File: src/rtl/result_frame_uart_tx.sv
// rtl/result_frame_uart_tx.sv - result frame framer and 8N1 UART transmitter
//
// Purpose:
//   Captures exp_sel and logic_output when start is accepted. Sends the frame
//   HDR_BYTE, exp_sel, logic_output[15:8], logic_output[7:0], TAIL_BYTE
//   on TXD as 8N1 characters, LSB first, DIV = CLK_FREQ/BAUD clocks per bit.
//   The bytes of one frame are sent back to back, with no idle gap.
//
// Optional feature:
//   RESULT_FRAME_CHECKSUM_EN - when this macro is defined, a checksum byte
//   (exp_sel ^ logic_output[15:8] ^ logic_output[7:0]) is inserted before
//   TAIL_BYTE. The frame is then 6 bytes long.
//
// Ports:
//   tclk          in   system clock, rising edge
//   rst           in   synchronous reset, active-high
//   start         in   frame request, sampled only while busy=0
//   exp_sel       in   [7:0]  experiment code, sent in byte 1
//   logic_output  in   [15:0] experiment result, sent in bytes 2 and 3
//   TXD           out  serial line, idle high, registered
//   busy          out  high while a frame is in flight
//   done          out  one-cycle pulse when the last stop bit ends

module result_frame_uart_tx #(
  parameter int unsigned CLK_FREQ  = 50_000_000,
  parameter int unsigned BAUD      = 115200,
  parameter logic [7:0]  HDR_BYTE  = 8'hAA,
  parameter logic [7:0]  TAIL_BYTE = 8'h55
) (
  input  logic        tclk,
  input  logic        rst,
  input  logic        start,
  input  logic [7:0]  exp_sel,
  input  logic [15:0] logic_output,
  output logic        TXD,
  output logic        busy,
  output logic        done
);

  localparam int unsigned DIV       = CLK_FREQ / BAUD;
  localparam int          CW        = (DIV > 1) ? $clog2(DIV) : 1;
  localparam logic [CW-1:0] BAUD_LAST = CW'(DIV - 1);

`ifdef RESULT_FRAME_CHECKSUM_EN
  localparam int NBYTES = 6;
`else
  localparam int NBYTES = 5;
`endif
  localparam logic [2:0] LAST_IDX = 3'(NBYTES - 1);

  typedef enum logic [1:0] {
    S_IDLE  = 2'd0,
    S_START = 2'd1,
    S_DATA  = 2'd2,
    S_STOP  = 2'd3
  } state_t;

  state_t        state, state_n;
  logic [CW-1:0] baud_cnt, baud_n;
  logic [2:0]    bit_cnt, bit_n;
  logic [2:0]    byte_idx, idx_n;
  logic          txd_q, txd_n;
  logic          done_q, done_n;

  logic [7:0]    buf_sel, buf_hi, buf_lo;
  logic [7:0]    cur_byte;
  logic          accept;
  logic          bit_end;

  assign accept  = (state == S_IDLE) && start;
  assign bit_end = (baud_cnt == BAUD_LAST);

  assign TXD  = txd_q;
  assign done = done_q;
  assign busy = (state != S_IDLE);

  // Byte selected by the next index, so TXD can be registered together with
  // the state. Frame buffer contents are stable before any data bit is sent.
  always_comb begin
    cur_byte = TAIL_BYTE;
    case (idx_n)
      3'd0:    cur_byte = HDR_BYTE;
      3'd1:    cur_byte = buf_sel;
      3'd2:    cur_byte = buf_hi;
      3'd3:    cur_byte = buf_lo;
`ifdef RESULT_FRAME_CHECKSUM_EN
      3'd4:    cur_byte = buf_sel ^ buf_hi ^ buf_lo;
      3'd5:    cur_byte = TAIL_BYTE;
`else
      3'd4:    cur_byte = TAIL_BYTE;
`endif
      default: cur_byte = TAIL_BYTE;
    endcase
  end

  always_comb begin
    state_n = state;
    baud_n  = baud_cnt;
    bit_n   = bit_cnt;
    idx_n   = byte_idx;
    done_n  = 1'b0;
    txd_n   = 1'b1;

    case (state)
      S_IDLE: begin
        if (start) begin
          state_n = S_START;
          baud_n  = '0;
          bit_n   = '0;
          idx_n   = '0;
        end
      end

      S_START: begin
        if (bit_end) begin
          baud_n  = '0;
          bit_n   = '0;
          state_n = S_DATA;
        end else begin
          baud_n = baud_cnt + 1'b1;
        end
      end

      S_DATA: begin
        if (bit_end) begin
          baud_n = '0;
          if (bit_cnt == 3'd7) begin
            bit_n   = '0;
            state_n = S_STOP;
          end else begin
            bit_n = bit_cnt + 1'b1;
          end
        end else begin
          baud_n = baud_cnt + 1'b1;
        end
      end

      S_STOP: begin
        if (bit_end) begin
          baud_n = '0;
          if (byte_idx < LAST_IDX) begin
            // Next byte starts immediately: no idle gap inside a frame.
            idx_n   = byte_idx + 1'b1;
            state_n = S_START;
          end else begin
            idx_n   = '0;
            state_n = S_IDLE;
            done_n  = 1'b1;
          end
        end else begin
          baud_n = baud_cnt + 1'b1;
        end
      end

      default: begin
        state_n = S_IDLE;
        baud_n  = '0;
        bit_n   = '0;
        idx_n   = '0;
      end
    endcase

    case (state_n)
      S_START: txd_n = 1'b0;
      S_DATA:  txd_n = cur_byte[bit_n];
      default: txd_n = 1'b1;
    endcase
  end

  always_ff @(posedge tclk) begin
    if (rst) begin
      state    <= S_IDLE;
      baud_cnt <= '0;
      bit_cnt  <= '0;
      byte_idx <= '0;
      txd_q    <= 1'b1;
      done_q   <= 1'b0;
      buf_sel  <= '0;
      buf_hi   <= '0;
      buf_lo   <= '0;
    end else begin
      state    <= state_n;
      baud_cnt <= baud_n;
      bit_cnt  <= bit_n;
      byte_idx <= idx_n;
      txd_q    <= txd_n;
      done_q   <= done_n;
      if (accept) begin
        buf_sel <= exp_sel;
        buf_hi  <= logic_output[15:8];
        buf_lo  <= logic_output[7:0];
      end
    end
  end

endmodule
File: config.mk
export PLATFORM = sky130hd
export DESIGN_NAME = result_frame_uart_tx
export DESIGN_NICKNAME = d
export VERILOG_FILES = /design/src/rtl/result_frame_uart_tx.sv
export SDC_FILE = /design/constraint.sdc
export NUM_CORES = 1
export LEC_CHECK = 0
export ABC_AREA = 1
export CAP_MARGIN = 20
export CORE_UTILIZATION = 35
export DETAILED_ROUTE_END_ITERATION = 8
export GPL_TIMING_DRIVEN = 0
export PLACE_DENSITY = 0.65
export RECOVER_POWER = 100
export SETUP_SLACK_MARGIN = 0.5
export SLEW_MARGIN = 25
export SYNTH_ARGS = -nofsm -noshare
export SYNTH_HDL_FRONTEND = slang
export SYNTH_SLANG_ARGS = --single-unit
File: constraint.sdc
create_clock -name tclk -period 2.55 [get_ports tclk]
set_input_delay 0.51 -clock tclk [delete_from_list [all_inputs] [get_ports tclk]]
set_output_delay 0.51 -clock tclk [all_outputs]
set_load 0.02 [all_outputs]
== Word-level counts from Yosys, hierarchy flattened ==
Index checks and enable logic that the tools add are counted.
Word-level totals
  flip-flop bits (word level): 43
  input port bits: 27
  output and inout bits: 3
Cells by class
  $add $sub $neg: 3
  $lt $le $gt $ge: 2
  equality and inequality tests: 11
  mux-type cells: 24
  bitwise operators: 2
  reductions and logical operators: 6
Operator list (number)
  one-hot mux 8 bit (4 select lines): 1
  two-way mux 3 bit: 7
  two-way mux 9 bit: 2
  one-hot mux 9 bit (2 select lines): 1
  two-way mux 2 bit: 5
  adder 9 x 1 -> 9 bit, second input constant: 1
  equality test 9 bit, second input constant: 1
  one-hot mux 3 bit (3 select lines): 1
  one-hot mux 2 bit (4 select lines): 1
  adder 3 x 1 -> 3 bit, second input constant: 2
  equality test 2 bit, second input constant: 3
  equality test 3 x 2 -> 1 bit, second input constant: 2
  one-hot mux 3 bit (2 select lines): 1
  OR reduction 3 bit: 2
  equality test 2 x 1 -> 1 bit, second input constant: 2
  < comparator 3 x 4 -> 1 bit, second input constant: 1
  binary-select mux 1 bit (select 3 bit): 1
  equality test 3 x 1 -> 1 bit, second input constant: 1
  equality test 3 bit, second input constant: 1
  zero test 3 bit: 1
  < comparator 3 bit, second input constant: 1
  two-way mux 1 bit: 3
  zero test 2 bit: 1
  != test 2 bit, second input constant: 1
  4 further kinds: 5

== Depth between registers and ports, before layout ==
Gate-level depths: netlist (run 1).
  word-level depth: 9
  depth in mapped cells: 18

== Least setup slack after synthesis (run 1) ==
OpenSTA, ideal clock, no wires.
  path type: reg2reg
  from: register state[0]
  to: register txd_q (netlist: TXD)
  arrival: 1.984 ns
  required time: 2.484 ns
  setup slack: 0.500 ns
  stages on the path, launching flop included: 17
  clock period less this slack: 2.050 ns
  path through: dfxtp_1 -> inv_1 -> ha_1 -> nor2_1 -> nand2_4 -> inv_2 -> nand2_1 -> nand2_2 -> buf_6 -> nand4_1 -> nand2_1 -> clkinv_1 -> nand2_1 -> nand3_1 -> nand2_1 -> a21oi_2 -> a21oi_2
On the way
  cells in the longest elaborated chain, start to end: 7
  elaborated cells between the ends (all ways): 22
  those cells by class: 8 x eq/ne; 12 x mux; 2 x reduce/logical
Ends and longest elaborated chain
  start, declared: RTL line 58  | state_t state, state_n;
  start signal, assigned: RTL line 182  | state <= state_n;
  equality test 2 bit or zero test 2 bit (tied branches): RTL line 104  | case (state)
  one-hot mux 3 bit (2 select lines): RTL line 104
  equality test 3 x 2 -> 1 bit, or another cell as far along: RTL line 81  | case (idx_n)
  one-hot mux 8 bit (4 select lines): RTL line 81
  binary-select mux 1 bit (select 3 bit): RTL line 165  | S_DATA: txd_n = cur_byte[bit_n];
  two-way mux 1 bit (not written as such): RTL line 165
  one-hot mux 1 bit (2 select lines) (*): RTL line 163  | case (state_n)
  end signal, assigned: RTL line 186  | txd_q <= txd_n;
  end, declared: RTL line 62  | logic txd_q, txd_n;
Mark *: on every way between the ends. The rest lies on a longest branch, timed or not. The select of a mux whose other input is x is not followed.
A chain may end at the register's enable or synchronous reset.

== Worst setup path in the final report (run 1) ==
  from: register state[1]
  to: register txd_q (netlist: TXD)
The elaborated chain is that of the path after synthesis.

==> key figures, run 1 <==
Outcome
  – Status: finished with violations
  – Failing checks: DRC

Logic synthesis
  – Async SR Flop Fraction: 0%
  – Post-Syn Nets: 375
  – Most area-hungry cell type in the Yosys netlist: dfxtp_1
  – Post-synthesis instance area: 0.00237 sq mm
  – Ys flop type: dfxtp_1
  – Yosys warning count: 0
  – #FFs+latches synth: 43
  – EDFF count, synth: 0
  – Syn_area_per_cell: 7.04 sq um
  – Synth top area share: 36.3%
  – Top cells by area, synth: dfxtp_1 36%, nor2_1 10%, nand2_1 7.6%
  – Post-Synthesis Cells: 337
  – Distinct cells, synth: 32
  – Post-synthesis sequential area ratio: 36.3%

Placement
  – Routability cong.: 0.875
  – Port Buf Inserts: 29
  – DP Cell Count: 443
  – Detailed placement HPWL: 3880 um

Timing
  – Max-slew headroom: 66.2%
  – RSZ-0062 raised after global routing: yes
  – Pins Over Slew Limit: 0
  – Final hold vios: 0
  – Setup violation total in the final timing report: 0
  – Worst Clk Skew: 8.37 ps
  – Minimum clock period: 2210 ps
  – Worst Tran Pin Value: 506 ps
  – Period utilization: 86.7%
  – Final TNS setup: 0 ps
  – Max frequency: 452 MHz

Cells and area
  – Post-layout util: 46.4%
  – Final Non-Filler Cells: 459
  – Filler Cells Inserted: 654
  – Area growth syn-to-layout: 26.4%
  – Layout Nets: 419
  – Antenna cells: 0
  – Share of layout cells above drive strength 1: 14.9%

Hold path
  – Hold Crit Class: register to register

Setup path
  – Worst EP required: 2740 ps
  – Cell mode on critical path: nand2_1
  – CP top delay family: simple AND/OR/NAND/NOR gates
  – Critical Path Source Type: register
  – Buf/Inv on CP: 4
  – Critical Path AT: 2400 ps
  – Worst path slowest cell: dfxtp_1
  – CP max FO: 6
  – CP cell instances: inv_1 -> ha_1 -> nand2_4 -> inv_2 -> nor2_2 -> inv_1 -> nand2_1 -> o21ai_4 -> inv_2 -> nand2_1 -> nor2_1 -> nand2_1 -> nand3_1 -> nand2_1 -> a21oi_2 -> a21oi_2
  – Crit Path Category: register to register
  – CP Capture Type: register
  – Slowest stage delay, CP: 420 ps

Global route
  – Congestion Overflow GR: 0
  – GR peak layer: met2
  – Initial antenna violation count: 0
  – Met2 usage: 26.2%
  – Vias in the first global route: 2079
  – GR Layer Usage met3: 3.15%
  – Global-route wire length before repair: 9110 um
  – Met1 Use GR: 20.6%
  – Largest net degree at the start of global routing: 16
  – Global-route usage over all layers: 15.8%

Clocking
  – H-tree depth: 2
  – Inserted Clock Buffers: 5
  – Clock root cell: clkbuf_8
  – CTS tree: done
  – Clock slew at reported path FFs: 90 ps
  – Post-CTS Hold Buffers: 0
  – Clock Latency Late Sink: 300 ps
  – Clock sinks: 43
  – Clock buffer depth: 2

Detailed routing
  – Via count: 2246
  – DRC: 2
  – Initial DRT Pass Iterations: 6
  – WL/cell: 11.7 um
  – Drt total wl: 5360 um
  – Via/cell ratio: 4.89
  – Drt initial violations: 113
  – Final ANT Viol Nets: 0

Floorplan
  – Core Area: 0.00646 sq mm
  – # IOs: 30
  – Die area: 0.00711 sq mm
  – Die Height: 84.3 um
  – Initial core utilization: 36.7%
  – Die width: 84.3 um
  – Row cnt: 29

Power
  – Peak supply drop: 0.000210 V
  – Leakage: 0.00128 uW
  – PD cells: 492 mW/mm^2

Job
  – Max_cap viols: 0
[kinds of logic (layout without fill, tap and decap cells)]
kind of cell / Yosys count / after routing / share of synthesized area (%)
AND/OR/NAND/NOR: 173 / 173 / 34.2
AO/OA/AOI/OAI: 58 / 58 / 14.5
buffers and inverters: 52 / 97 / 9.18
flip-flops: 43 / 43 / 36.3
adder cells (fa/ha/maj): 11 / 11 / 5.80
[final timing paths]
path / end / slack (ps) / depth (start not counted) / from
max: TXD / 340 / 16 / state[1]
min: baud_cnt[8] / 470 / 2 / baud_cnt[8]
max reg2reg: TXD / 340 / 16 / state[1]
min reg2reg: baud_cnt[8] / 470 / 2 / baud_cnt[8]
[Yosys cell counts, drive strengths merged, types with 2 or more instances]
| cell type | n |
|---|---|
| a21oi | 14 |
| buf | 3 |
| clkbuf | 7 |
| dfxtp | 43 |
| ha | 11 |
| inv | 41 |
| nand2 | 56 |
| nand3 | 20 |
| nand4 | 17 |
| nor2 | 72 |
| nor3 | 5 |
| nor4 | 2 |
| o21ai | 36 |
| o22ai | 2 |
[state kept, by name, indices dropped and copies added (netlist names)]
signal    count
buf_lo        8
byte_idx      3
bit_cnt       3
buf_sel       8
done          1
TXD           1
baud_cnt      9
buf_hi        8
state         2
[placed cells by master (no fill, tap or decap), drive strengths merged, types with 12 or more instances in the layout]
master,count
nand3,20
inv,42
o21ai,36
dfxtp,43
clkdlybuf4s50,25
nand4,17
clkbuf,12
nor2,72
a21oi,14
nand2,56
[final cells by class]
class / instances / area, sq um / area share, %
timing repair buffer: 37 / 353 / 11.8
clock inverter: 3 / 23.8 / 0.793
buffer: 10 / 60.1 / 2.00
tap: 77 / 96.3 / 3.21
clock buffer: 5 / 68.8 / 2.30
sequential: 43 / 868 / 29.0
inverter: 42 / 158 / 5.26
multi-input combinational: 242 / 1370 / 45.7
[layer usage]
layer / up-vias / routed length [um]
met5: - / 0
met4: 0 / 98
met3: 11 / 221
met2: 51 / 2440
met1: 986 / 2600
li1: 1198 / -
[report_power, final]
| part | switching, uW | internal [uW] |
|---|---|---|
| Combinational | 153 | 114 |
| Clock | 253 | 196 |
| Sequential | 34.2 | 726 |
[metrics by stage]
step                total power, uW  instance area, sq um  setup slack, ps  hold slack (ps)
detailed placement             1020                  2760             -167              458
global route                   1560                  3000              116              489
floorplan                       918                  2370              533              430
global placement               1020                  2760             -151              450
finish                         1480                  3000              339              467
CTS                            1470                  2880              320              472
[what timing repair did]
action                                  in CTS  in global routing
endpoints found under the setup margin       4                  3
gates resized for setup                      9                 19
gates cloned                                 0                  1
pin swaps                                    1                  9
endpoints found under the hold margin        0                  0
buffers inserted                             0                  7
[worst min-delay path: cells and delay by family (launching register included)]
kind            cells  cell delay, ps
buf+inv             1              60
flops               1             320
compound gates      1              50
Power figures use the tool's default switching activity.
==> run 2: changes to the inputs <==
--- a/config.mk
+++ b/config.mk
@@ -5,14 +5,13 @@
 export SDC_FILE = /design/constraint.sdc
 export NUM_CORES = 1
 export LEC_CHECK = 0
-export ABC_AREA = 1
 export CAP_MARGIN = 20
 export CORE_UTILIZATION = 35
 export DETAILED_ROUTE_END_ITERATION = 8
 export GPL_TIMING_DRIVEN = 0
-export PLACE_DENSITY = 0.65
+export PLACE_DENSITY = 0.61
 export RECOVER_POWER = 100
-export SETUP_SLACK_MARGIN = 0.5
+export SETUP_SLACK_MARGIN = 0.1
 export SLEW_MARGIN = 25
 export SYNTH_ARGS = -nofsm -noshare
 export SYNTH_HDL_FRONTEND = slang
==> run 2 against run 1 <==
The run ends with setup timing left. Clock power rose by 41%. Critical path depth shrank 8. Sequential share of layout area rose by 0.50 points. Sequential cell count is the same. Cell area down 1.1%. Core utilization rose by 2.5 points. Hold slack got worse by 74 ps.
==> key figures, run 2 <==
Outcome
  – Status: finished with violations (unchanged)
  – Failing checks: setup timing (was DRC)

Timing
  – RSZ-0062 raised after global routing: yes (unchanged)
  – Worst Slack Setup Final: -44.6 ps (was 339 ps)
  – Final hold vios: 0 (unchanged)
  – Period utilization: 102% (was 86.7%)
  – Worst Tran Pin Value: 524 ps (was 506 ps)
  – Pins Over Slew Limit: 0 (unchanged)
  – Max frequency: 385 MHz (was 452 MHz)
  – Max-slew headroom: 65.1% (was 66.2%)
  – Setup violation total in the final timing report: 1 (was 0)
  – Worst Clk Skew: 9.63 ps (was 8.37 ps)
  – Minimum clock period: 2590 ps (was 2210 ps)

Logic synthesis
  – EDFF count, synth: 0 (unchanged)
  – Post-Synthesis Cells: 272 (was 337)
  – Most area-hungry cell type in the Yosys netlist: dfxtp_1 (unchanged)
  – Distinct cells, synth: 47 (was 32)
  – Yosys warning count: 0 (unchanged)
  – Synth top area share: 38.2% (was 36.3%)
  – Top cells by area, synth: dfxtp_1 38%, nand2_1 10%, a21oi_1 7.1% (was dfxtp_1 36%, nor2_1 10%, nand2_1 7.6%)
  – Syn_area_per_cell: 8.28 sq um (was 7.04 sq um)
  – Post-synthesis instance area: 0.00225 sq mm (was 0.00237 sq mm)
  – #FFs+latches synth: 43 (unchanged)
  – Ys flop type: dfxtp_1 (unchanged)
  – List of most frequent post-synthesis cells: 60 x nand2_1, 43 x dfxtp_1, 32 x a21oi_1 (was 66 x nor2_1, 48 x nand2_1, 43 x dfxtp_1)
  – Most common cell in the netlist: nand2_1 (was nor2_1)
  – Post-synthesis sequential area ratio: 38.2% (was 36.3%)
  – Async SR Flop Fraction: 0% (unchanged)
  – Post-Syn Nets: 310 (was 375)

Detailed routing
  – DRC: 0 (was 2)
  – Via/cell ratio: 5.13 (was 4.89)
  – WL/cell: 13.9 um (was 11.7 um)
  – Final ANT Viol Nets: 0 (unchanged)
  – Via count: 2027 (was 2246)
  – Initial DRT Pass Iterations: 4 (was 6)
  – Drt initial violations: 111 (was 113)
  – Drt total wl: 5500 um (was 5360 um)

Clocking
  – Clock buffer depth: 2 (unchanged)
  – Clock sinks: 43 (unchanged)
  – Clock slew at reported path FFs: 90 ps (about the same)
  – Clock Latency Late Sink: 290 ps (was 300 ps)
  – CTS tree: done (unchanged)
  – Post-CTS Hold Buffers: 0 (unchanged)
  – H-tree depth: 2 (unchanged)
  – Clock root cell: clkbuf_8 (unchanged)
  – Inserted Clock Buffers: 5 (unchanged)

Cells and area
  – Leading cell type in the layout, fill and taps excluded: nand2_1 (was nor2_1)
  – Area growth syn-to-layout: 31.6% (was 26.4%)
  – Final Non-Filler Cells: 395 (was 459)
  – Share of layout cells above drive strength 1: 17.5% (was 14.9%)
  – Antenna cells: 0 (unchanged)
  – Filler Cells Inserted: 598 (was 654)
  – Most frequent cells in the layout: 60 x nand2_1, 37 x dfxtp_1, 32 x a21oi_1 (was 64 x nor2_1, 44 x nand2_1, 41 x dfxtp_1)
  – Biggest register: baud_cnt (unchanged)
  – Largest register FFs: 9 (unchanged)
  – Layout Nets: 357 (was 419)
  – Design area: 0.00296 sq mm (was 0.00300 sq mm)

Power
  – Sw Ratio: 23.1% (was 29.8%)
  – Logic pwr share: 11.2% (was 18.1%)
  – Flop pwr share: 47.2% (was 51.5%)
  – Peak supply drop: 0.000268 V (was 0.000210 V)
  – Total Power: 1530 uW (was 1480 uW)
  – Leakage: 0.00112 uW (was 0.00128 uW)
  – PD cells: 515 mW/mm^2 (was 492 mW/mm^2)
  – Clock Power Share: 41.6% (was 30.4%)
  – Pint: 1170 uW (was 1040 uW)
  – P_sw: 352 uW (was 440 uW)

Global route
  – Global-route wire length before repair: 9380 um (was 9110 um)
  – Initial antenna violation count: 0 (unchanged)
  – Vias in the first global route: 2032 (was 2079)
  – Largest net degree at the start of global routing: 15 (was 16)
  – Global-route usage over all layers: 18.3% (was 15.8%)
  – Congestion Overflow GR: 0 (unchanged)

Setup path
  – Worst EP required: 2730 ps (was 2740 ps)
  – Crit Path Category: register to register (unchanged)
  – Critical Path Source Type: register (unchanged)
  – CP max FO: 6 (unchanged)
  – Critical Path AT: 2770 ps (was 2400 ps)
  – CP Capture Type: register (unchanged)

Placement
  – Pre-CTS setup slack: -583 ps (was -167 ps)
  – Detailed placement HPWL: 3790 um (was 3880 um)
  – Port Buf Inserts: 28 (was 29)
  – Routability cong.: 0.777 (was 0.875)
  – Placed inst area: 0.00266 sq mm (was 0.00276 sq mm)
  – DP Cell Count: 375 (was 443)

Floorplan
  – Die area: 0.00676 sq mm (was 0.00711 sq mm)
  – Core Area: 0.00606 sq mm (was 0.00646 sq mm)
  – Die width: 82.2 um (was 84.3 um)
  – # IOs: 30 (unchanged)
  – Initial core utilization: 37.2% (was 36.7%)
  – Row cnt: 28 (was 29)
  – Die Height: 82.2 um (was 84.3 um)

Job
  – Max_cap viols: 0 (unchanged)

Hold path
  – Hold Crit Class: input port to register (was register to register)
-- run 2: final timing paths --
path / startpoint / to / slack [ps] / cells after the start
max: baud_cnt[6] / TXD / -40 / 8
min: rst / state[0] / 390 / 2
max reg2reg: baud_cnt[6] / TXD / -40 / 8
min reg2reg: buf_hi[5] / buf_hi[5] / 460 / 2
-- run 2: metrics by stage --
stage                     hold WS, ps  utilization, %  TNS [ps]
after floorplan                   433               -         0
after global placement            442            43.9      -568
after detailed placement          446            43.9      -583
after CTS                         388            48.6     -62.7
after global routing              395            48.9      -229
final                             393            48.9     -44.6
-- run 2: routing by layer --
| layer | vias up | track usage (%) | share of wire (%) |
|---|---|---|---|
| met5 | - | 0 | 0 |
| li1 | 1040 | - | - |
| met3 | 6 | 4.07 | 4.2 |
| met4 | 0 | 6.32 | 1.1 |
| met1 | 926 | 23.4 | 47 |
| met2 | 55 | 30.2 | 47 |
-- run 2: logic make-up (layout without fill, tap and decap cells) --
| kind of cell | after synthesis | after routing | synth area share [%] |
|---|---|---|---|
| and+or+nand+nor | 118 | 118 | 25.8 |
| AOI/OAI and AO/OA | 64 | 64 | 18.5 |
| DFF | 43 | 43 | 38.2 |
| buffers and inverters | 20 | 68 | 4.67 |
| adders and majority gates | 11 | 11 | 6.11 |
| xor gates and xnor gates | 9 | 9 | 3.50 |
| muxes | 7 | 7 | 3.22 |
-- run 2: power by group through the flow --
stage          clock (uW)  combinational (uW)  sequential, uW
3_5_place_dp            0                 162             736
3_3_place_gp            0                 160             735
6_report              635                 171             720
4_1_cts               653                 171             720
2_1_floorplan           0                91.3             731
5_1_grt               686                 192             725
-- run 2: area by class of cell --
type / count / area [sq um] / area share [%]
multi-input combinational: 209 / 1380 / 46.6
sequential: 43 / 873 / 29.5
timing repair buffer: 40 / 370 / 12.5
tap: 75 / 93.8 / 3.17
buffer: 14 / 86.3 / 2.91
clock buffer: 5 / 68.8 / 2.32
clock inverter: 3 / 67.6 / 2.28
inverter: 6 / 22.5 / 0.760
-- run 2: what timing repair did --
action                                  4_1_cts  5_1_grt
gates resized for setup                      25        2
buffers inserted                              9        2
endpoints found under the setup margin        1        1
gates cloned                                  1        0
endpoints found under the hold margin         0        0
pin swaps                                    15        1
-- run 2: critical path, cell delays in order, from the launching register on --
cell and delay [ps]:
dfxtp_1 370, or4b_4 550, o211ai_1 170, and3_1 190, buf_6 140, mux2_4 310, a221oi_2 240, o211ai_1 110
a311o_1 400
==> run 3: changes to the inputs <==
--- a/config.mk
+++ b/config.mk
@@ -16,3 +16,4 @@
 export SYNTH_ARGS = -nofsm -noshare
 export SYNTH_HDL_FRONTEND = slang
 export SYNTH_SLANG_ARGS = --single-unit
+export TNS_END_PERCENT = 50
==> results of run 3 <==
Same layout as run 2: the final DEF is identical, and so are final timing and power.
==> RTL edit 1: new RTL, settings of run 2 <==
Reset style: asynchronous (`rst`), changed in one clocked block. Comments in the files are not updated.
--- a/src/rtl/result_frame_uart_tx.sv
+++ b/src/rtl/result_frame_uart_tx.sv
@@ -169,3 +169,3 @@
 
-  always_ff @(posedge tclk) begin
+  always_ff @(posedge tclk or posedge rst) begin
     if (rst) begin
Formal check against the unedited RTL: differs if rst is asserted again (counterexample within 4 cycles, from zero or initial values and one cycle with rst high); with rst held inactive, the same outputs for 10 cycles.
==> RTL edit 1 against run 2 <==
Sequential share of layout area rose by 2.0 points; critical path type unchanged; sequential cell count did not move; critical endpoint is now TXD$_DFF_PP1_; count of clock-buffer cells in the layout did not move; area after synthesis rose by 10%; design area rose by 16%; non-clock buffer count rose by 12; synthesized cell count fell by 18%; utilization rose by 1.3 points; wire length rose by 3.6%; largest cell class unchanged; hold slack improved by 0.12 ns; setup slack improved by 0.12 ns.
Power is not compared: it rests on default switching activity, and its combinational part moved more than twofold at a synthesized area within 25%.
==> RTL edit 1: results (changes against run 2) <==
<table>
<tr><th>Metric</th><th>Value</th></tr>
<tr><th colspan="2">STA</th></tr>
<tr><td>Final clock skew</td><td>0.00586 ns (-0.00376 ns)</td></tr>
<tr><td>Minimum setup slack in the final design</td><td>0.0709 ns (+0.115 ns)</td></tr>
<tr><th colspan="2">GRT</th></tr>
<tr><td>Number of global-route vias before repair</td><td>1913 (-5.9%)</td></tr>
<tr><td>Largest net degree at the start of global routing</td><td>24 (+9)</td></tr>
<tr><td>Overall routing resource usage</td><td>16.0% (-2.3 points)</td></tr>
<tr><th colspan="2">Critical path</th></tr>
<tr><td>Reg2Reg Launch Point</td><td>baud_cnt[1]$_DFFE_PP0P_</td></tr>
<tr><td>Critical path's largest stage delay</td><td>0.40 ns (-0.15 ns)</td></tr>
<tr><td>Family of cells with the greatest summed delay on the critical path</td><td>simple AND/OR/NAND/NOR gates</td></tr>
<tr><td>Capture point of the worst reg-to-reg path</td><td>TXD$_DFF_PP1_</td></tr>
<tr><th colspan="2">Place</th></tr>
<tr><td>Number of buffers inserted by port buffering</td><td>29 (+3.6%)</td></tr>
<tr><td>Area after DPL</td><td>2920 µm² (+9.8%)</td></tr>
<tr><td>Number of placed instances, taps included</td><td>349 (-6.9%)</td></tr>
<tr><td>Worst setup slack after placement</td><td>-0.404 ns (+0.179 ns)</td></tr>
<tr><td>Half-perimeter wire length after detailed placement</td><td>3690 µm (-2.4%)</td></tr>
<tr><td>Final Wtd Congestion</td><td>0.802 (+3.1%)</td></tr>
<tr><th colspan="2">Finish</th></tr>
<tr><td>Ratio of cells with drive above 1 in the final layout</td><td>35.5% (+18 points)</td></tr>
<tr><td>Number of nets in the final layout</td><td>323 (-9.5%)</td></tr>
<tr><th colspan="2">Logic synthesis</th></tr>
<tr><td>Sequential share of the synthesized area</td><td>43.5% (+5.3 points)</td></tr>
<tr><td>Number of warnings printed during yosys synthesis</td><td>0 (unchanged)</td></tr>
<tr><td>Largest cells by area after synthesis</td><td>dfrtp_1 (42%), mux2_2 (11%), ha_1 (5.1%), nor2_1 (2.6%), inv_1 (2.3%)</td></tr>
<tr><td>Cell types with the highest counts after synthesis</td><td>dfrtp_1 (42), mux2_2 (24), nor2_1 (17)</td></tr>
<tr><td>Average footprint of a synthesized cell</td><td>11.1 µm² (+34%)</td></tr>
<tr><td>FFs w/ async S/R, synth</td><td>100% (+100 points)</td></tr>
<tr><td>Post-synthesis net count</td><td>260 (-16%)</td></tr>
<tr><td>Dominant synthesized flop cell</td><td>dfrtp_1</td></tr>
<tr><th colspan="2">Route</th></tr>
<tr><td>DRC marker count from the first detailed-route iteration</td><td>115 (+3.6%)</td></tr>
<tr><td>Sum of routed wire length over all layers</td><td>5700 µm (+3.6%)</td></tr>
<tr><td>Via density per instance</td><td>5.03 (-2.0%)</td></tr>
<tr><th colspan="2">Run status</th></tr>
<tr><td>Outcome</td><td>completed</td></tr>
</table>
[RTL edit 1: changes by cell type in the layout (fill, tap and decap cells not counted), sizes merged, moves of 5 or more]
cell,delta
a21oi,-26
nor2,-5
nand2,-50
dfxtp,-43
buf,+14
dfrtp,+42
mux2,+24
o211ai,+5
mux2i,-5
o21ai,-7
inv,+12
[RTL edit 1: layout make-up]
class	instances	area share, %
buffer	10	2.81
clock buffer	5	2.01
clock inverter	3	2.08
inverter	17	2.15
multi-input combinational	153	41.2
sequential	43	31.5
tap	96	3.50
timing repair buffer	56	14.7
[RTL edit 1: cells by family (layout without fill, tap and decap cells)]
family / Yosys count / in the layout / synth area share [%]
compound gates: 46 / 46 / 15.8
xor+xnor: 7 / 7 / 2.47
fa+ha+maj: 10 / 10 / 5.05
buf+inv: 27 / 91 / 5.66
flops: 43 / 43 / 43.5
mux: 26 / 26 / 12.0
simple gates: 64 / 64 / 15.6
[RTL edit 1: what timing repair did]
item | 4_1_cts | 5_1_grt
buffers inserted | 15 | 11
gates resized for setup | 26 | 15
cloned | 0 | 0
setup endpoints to repair | 1 | 1
pin swaps | 8 | 11
[RTL edit 1: through the flow]
step	utilization, %	hold WS [ns]	TNS, ns
global placement	42.3	0.487	-0.389
CTS	48.4	0.514	0
finish	50.2	0.514	0
global route	50.2	0.519	-0.0106
floorplan	-	0.471	0
detailed placement	42.7	0.493	-0.404
[RTL edit 1: worst min path at each step]
stage,from,to,slack [ns],depth (start not counted)
5_1_grt,buf_lo[1]$_DFFE_PP0P_,buf_lo[1]$_DFFE_PP0P_,0.52,1
3_3_place_gp,buf_hi[6]$_DFFE_PP0P_,buf_hi[6]$_DFFE_PP0P_,0.49,1
6_report,buf_lo[1]$_DFFE_PP0P_,buf_lo[1]$_DFFE_PP0P_,0.51,1
3_5_place_dp,buf_lo[1]$_DFFE_PP0P_,buf_lo[1]$_DFFE_PP0P_,0.49,1
4_1_cts,buf_lo[1]$_DFFE_PP0P_,buf_lo[1]$_DFFE_PP0P_,0.51,1
2_1_floorplan,buf_lo[1]$_DFFE_PP0P_,buf_lo[1]$_DFFE_PP0P_,0.47,1
[RTL edit 1: where the power goes]
| group | internal (mW) | leakage [nW] | switching (mW) | total (mW) |
|---|---|---|---|---|
| Clock | 0.398 | 0.0703 | 0.265 | 0.663 |
| Sequential | 0.681 | 0.552 | 0 | 0.681 |
| Combinational | 0.0345 | 0.939 | 0.0189 | 0.0534 |
[RTL edit 1: routing by layer]
| layer | vias to the layer above | share of wire [%] | track usage (%) |
|---|---|---|---|
| li1 | 944 | - | - |
| met1 | 941 | 43 | 20.7 |
| met2 | 40 | 53 | 27.6 |
| met3 | 2 | 3.0 | 3.37 |
| met4 | 0 | 0.68 | 3.64 |
| met5 | - | 0 | 0 |
==> RTL edit 2: new RTL, config.mk and constraints of run 2 <==
Without the edit above. The parameter `CLK_FREQ` goes from 50_000_000 to 100_000_000.
--- a/src/rtl/result_frame_uart_tx.sv
+++ b/src/rtl/result_frame_uart_tx.sv
@@ -24,3 +24,3 @@
 module result_frame_uart_tx #(
-  parameter int unsigned CLK_FREQ  = 50_000_000,
+  parameter int unsigned CLK_FREQ  = 100_000_000,
   parameter int unsigned BAUD      = 115200,
Formal check against the unedited RTL: same outputs for any inputs over 10 cycles, from zero or initial values and one cycle with rst high; that may be too few to reach the edited logic, so the function may still have changed.
==> RTL edit 2 against run 2 <==
Setup slack improved by 0.12 ns; count of clock-buffer cells in the layout increased by 1; area after synthesis grew 1.5%; combinational power up 16%; sequential cell count increased by 1; power is 1.1% lower; design area shrank 0.89%; die area up 1.5%; via count shrank 1.8%; fmax grew 4.8%; non-clock buffer count is 8 lower; wire length is 2.7% lower; critical path type unchanged.
==> RTL edit 2: results (changes against run 2) <==
<table>
<tr><th>Metric</th><th>Value</th></tr>
<tr><th colspan="2">Finish</th></tr>
<tr><td>Number of non-filler instances in the completed layout</td><td>399 (+1.0%)</td></tr>
<tr><td>Area grow syn2layout</td><td>28.5%</td></tr>
<tr><td>Layout filler cell count</td><td>663 (+11%)</td></tr>
<tr><td>Fraction of area in registers</td><td>30.3% (+0.82 points)</td></tr>
<tr><td>Clock Network Area Fraction</td><td>4.13% (-0.47 points)</td></tr>
<tr><td>Number of nets in the final layout</td><td>358 (+0.28%)</td></tr>
<tr><td>Fraction of area in multi-input gates</td><td>48.1% (+1.5 points)</td></tr>
<tr><td>Seq Cell Count</td><td>44 (+2.3%)</td></tr>
<tr><td>Area taken by flip-flops and latches</td><td>890 µm² (+1.9%)</td></tr>
<tr><th colspan="2">STA</th></tr>
<tr><td>Final hold slack</td><td>0.415 ns (+0.0225 ns)</td></tr>
<tr><th colspan="2">Logic synthesis</th></tr>
<tr><td>Average footprint of a synthesized cell</td><td>8.14 µm² (-1.8%)</td></tr>
<tr><td>Largest cells by area after synthesis</td><td>dfxtp_1 (39%), nand2_1 (9.9%), a21oi_1 (7.2%), ha_1 (5.5%), nor2_1 (3.8%)</td></tr>
<tr><th colspan="2">Critical path</th></tr>
<tr><td>Critical path's largest stage delay</td><td>0.38 ns (-0.17 ns)</td></tr>
<tr><td>Family of cells with the greatest summed delay on the critical path</td><td>simple AND/OR/NAND/NOR gates</td></tr>
<tr><td>Peak fanout along the critical path</td><td>10 (+4)</td></tr>
<tr><td>Critical Path Slowest Stage Cell</td><td>or3b_4</td></tr>
<tr><th colspan="2">Clocking</th></tr>
<tr><td>Buffer count from post-CTS setup fixing</td><td>5 (-4)</td></tr>
<tr><th colspan="2">GRT</th></tr>
<tr><td>GR Layer Usage met1</td><td>20.3% (-3.1 points)</td></tr>
<tr><th colspan="2">Route</th></tr>
<tr><td>Routed wirelength normalized by instance count</td><td>13.4 µm (-3.7%)</td></tr>
<tr><td>Routed met3 length</td><td>166 µm (-29%)</td></tr>
<tr><td>Met1 Wirelength</td><td>2510 µm (-3.5%)</td></tr>
<tr><th colspan="2">Place</th></tr>
<tr><td>Half-perimeter wire length after detailed placement</td><td>3960 µm (+4.6%)</td></tr>
<tr><td>Area after DPL</td><td>2680 µm² (+0.61%)</td></tr>
<tr><td>Final Wtd Congestion</td><td>0.858 (+10%)</td></tr>
<tr><th colspan="2">Power and ir drop</th></tr>
<tr><td>P_leak</td><td>1.09 nW (-2.5%)</td></tr>
<tr><th colspan="2">Run status</th></tr>
<tr><td>Outcome</td><td>completed</td></tr>
</table>
[RTL edit 2: kinds of logic (layout without fill, tap and decap cells)]
logic type	Yosys count	after routing	share of synthesized area [%]
xor+xnor	9	9	3.45
mux	4	4	1.75
simple gates	128	128	28.0
flops	44	44	38.5
fa+ha+maj	10	10	5.47
compound gates	67	67	18.5
buf+inv	19	60	4.27
[RTL edit 2: worst paths after layout]
path | from | endpoint | cells after the start
max | state[0]$_SDFF_PP0_ | TXD$_SDFF_PP1_ | 11
min | rst | buf_lo[4]$_SDFFE_PP0P_ | 2
max reg2reg | state[0]$_SDFF_PP0_ | TXD$_SDFF_PP1_ | 11
min reg2reg | buf_lo[0]$_SDFFE_PP0P_ | buf_lo[0]$_SDFFE_PP0P_ | 2
[RTL edit 2: where the power goes]
group / switching (mW) / leakage [nW] / internal (mW) / total [mW]
clock network: 0.252 / 0.0614 / 0.321 / 0.573
logic: 0.102 / 0.670 / 0.0954 / 0.198
registers: 0.0218 / 0.361 / 0.718 / 0.739
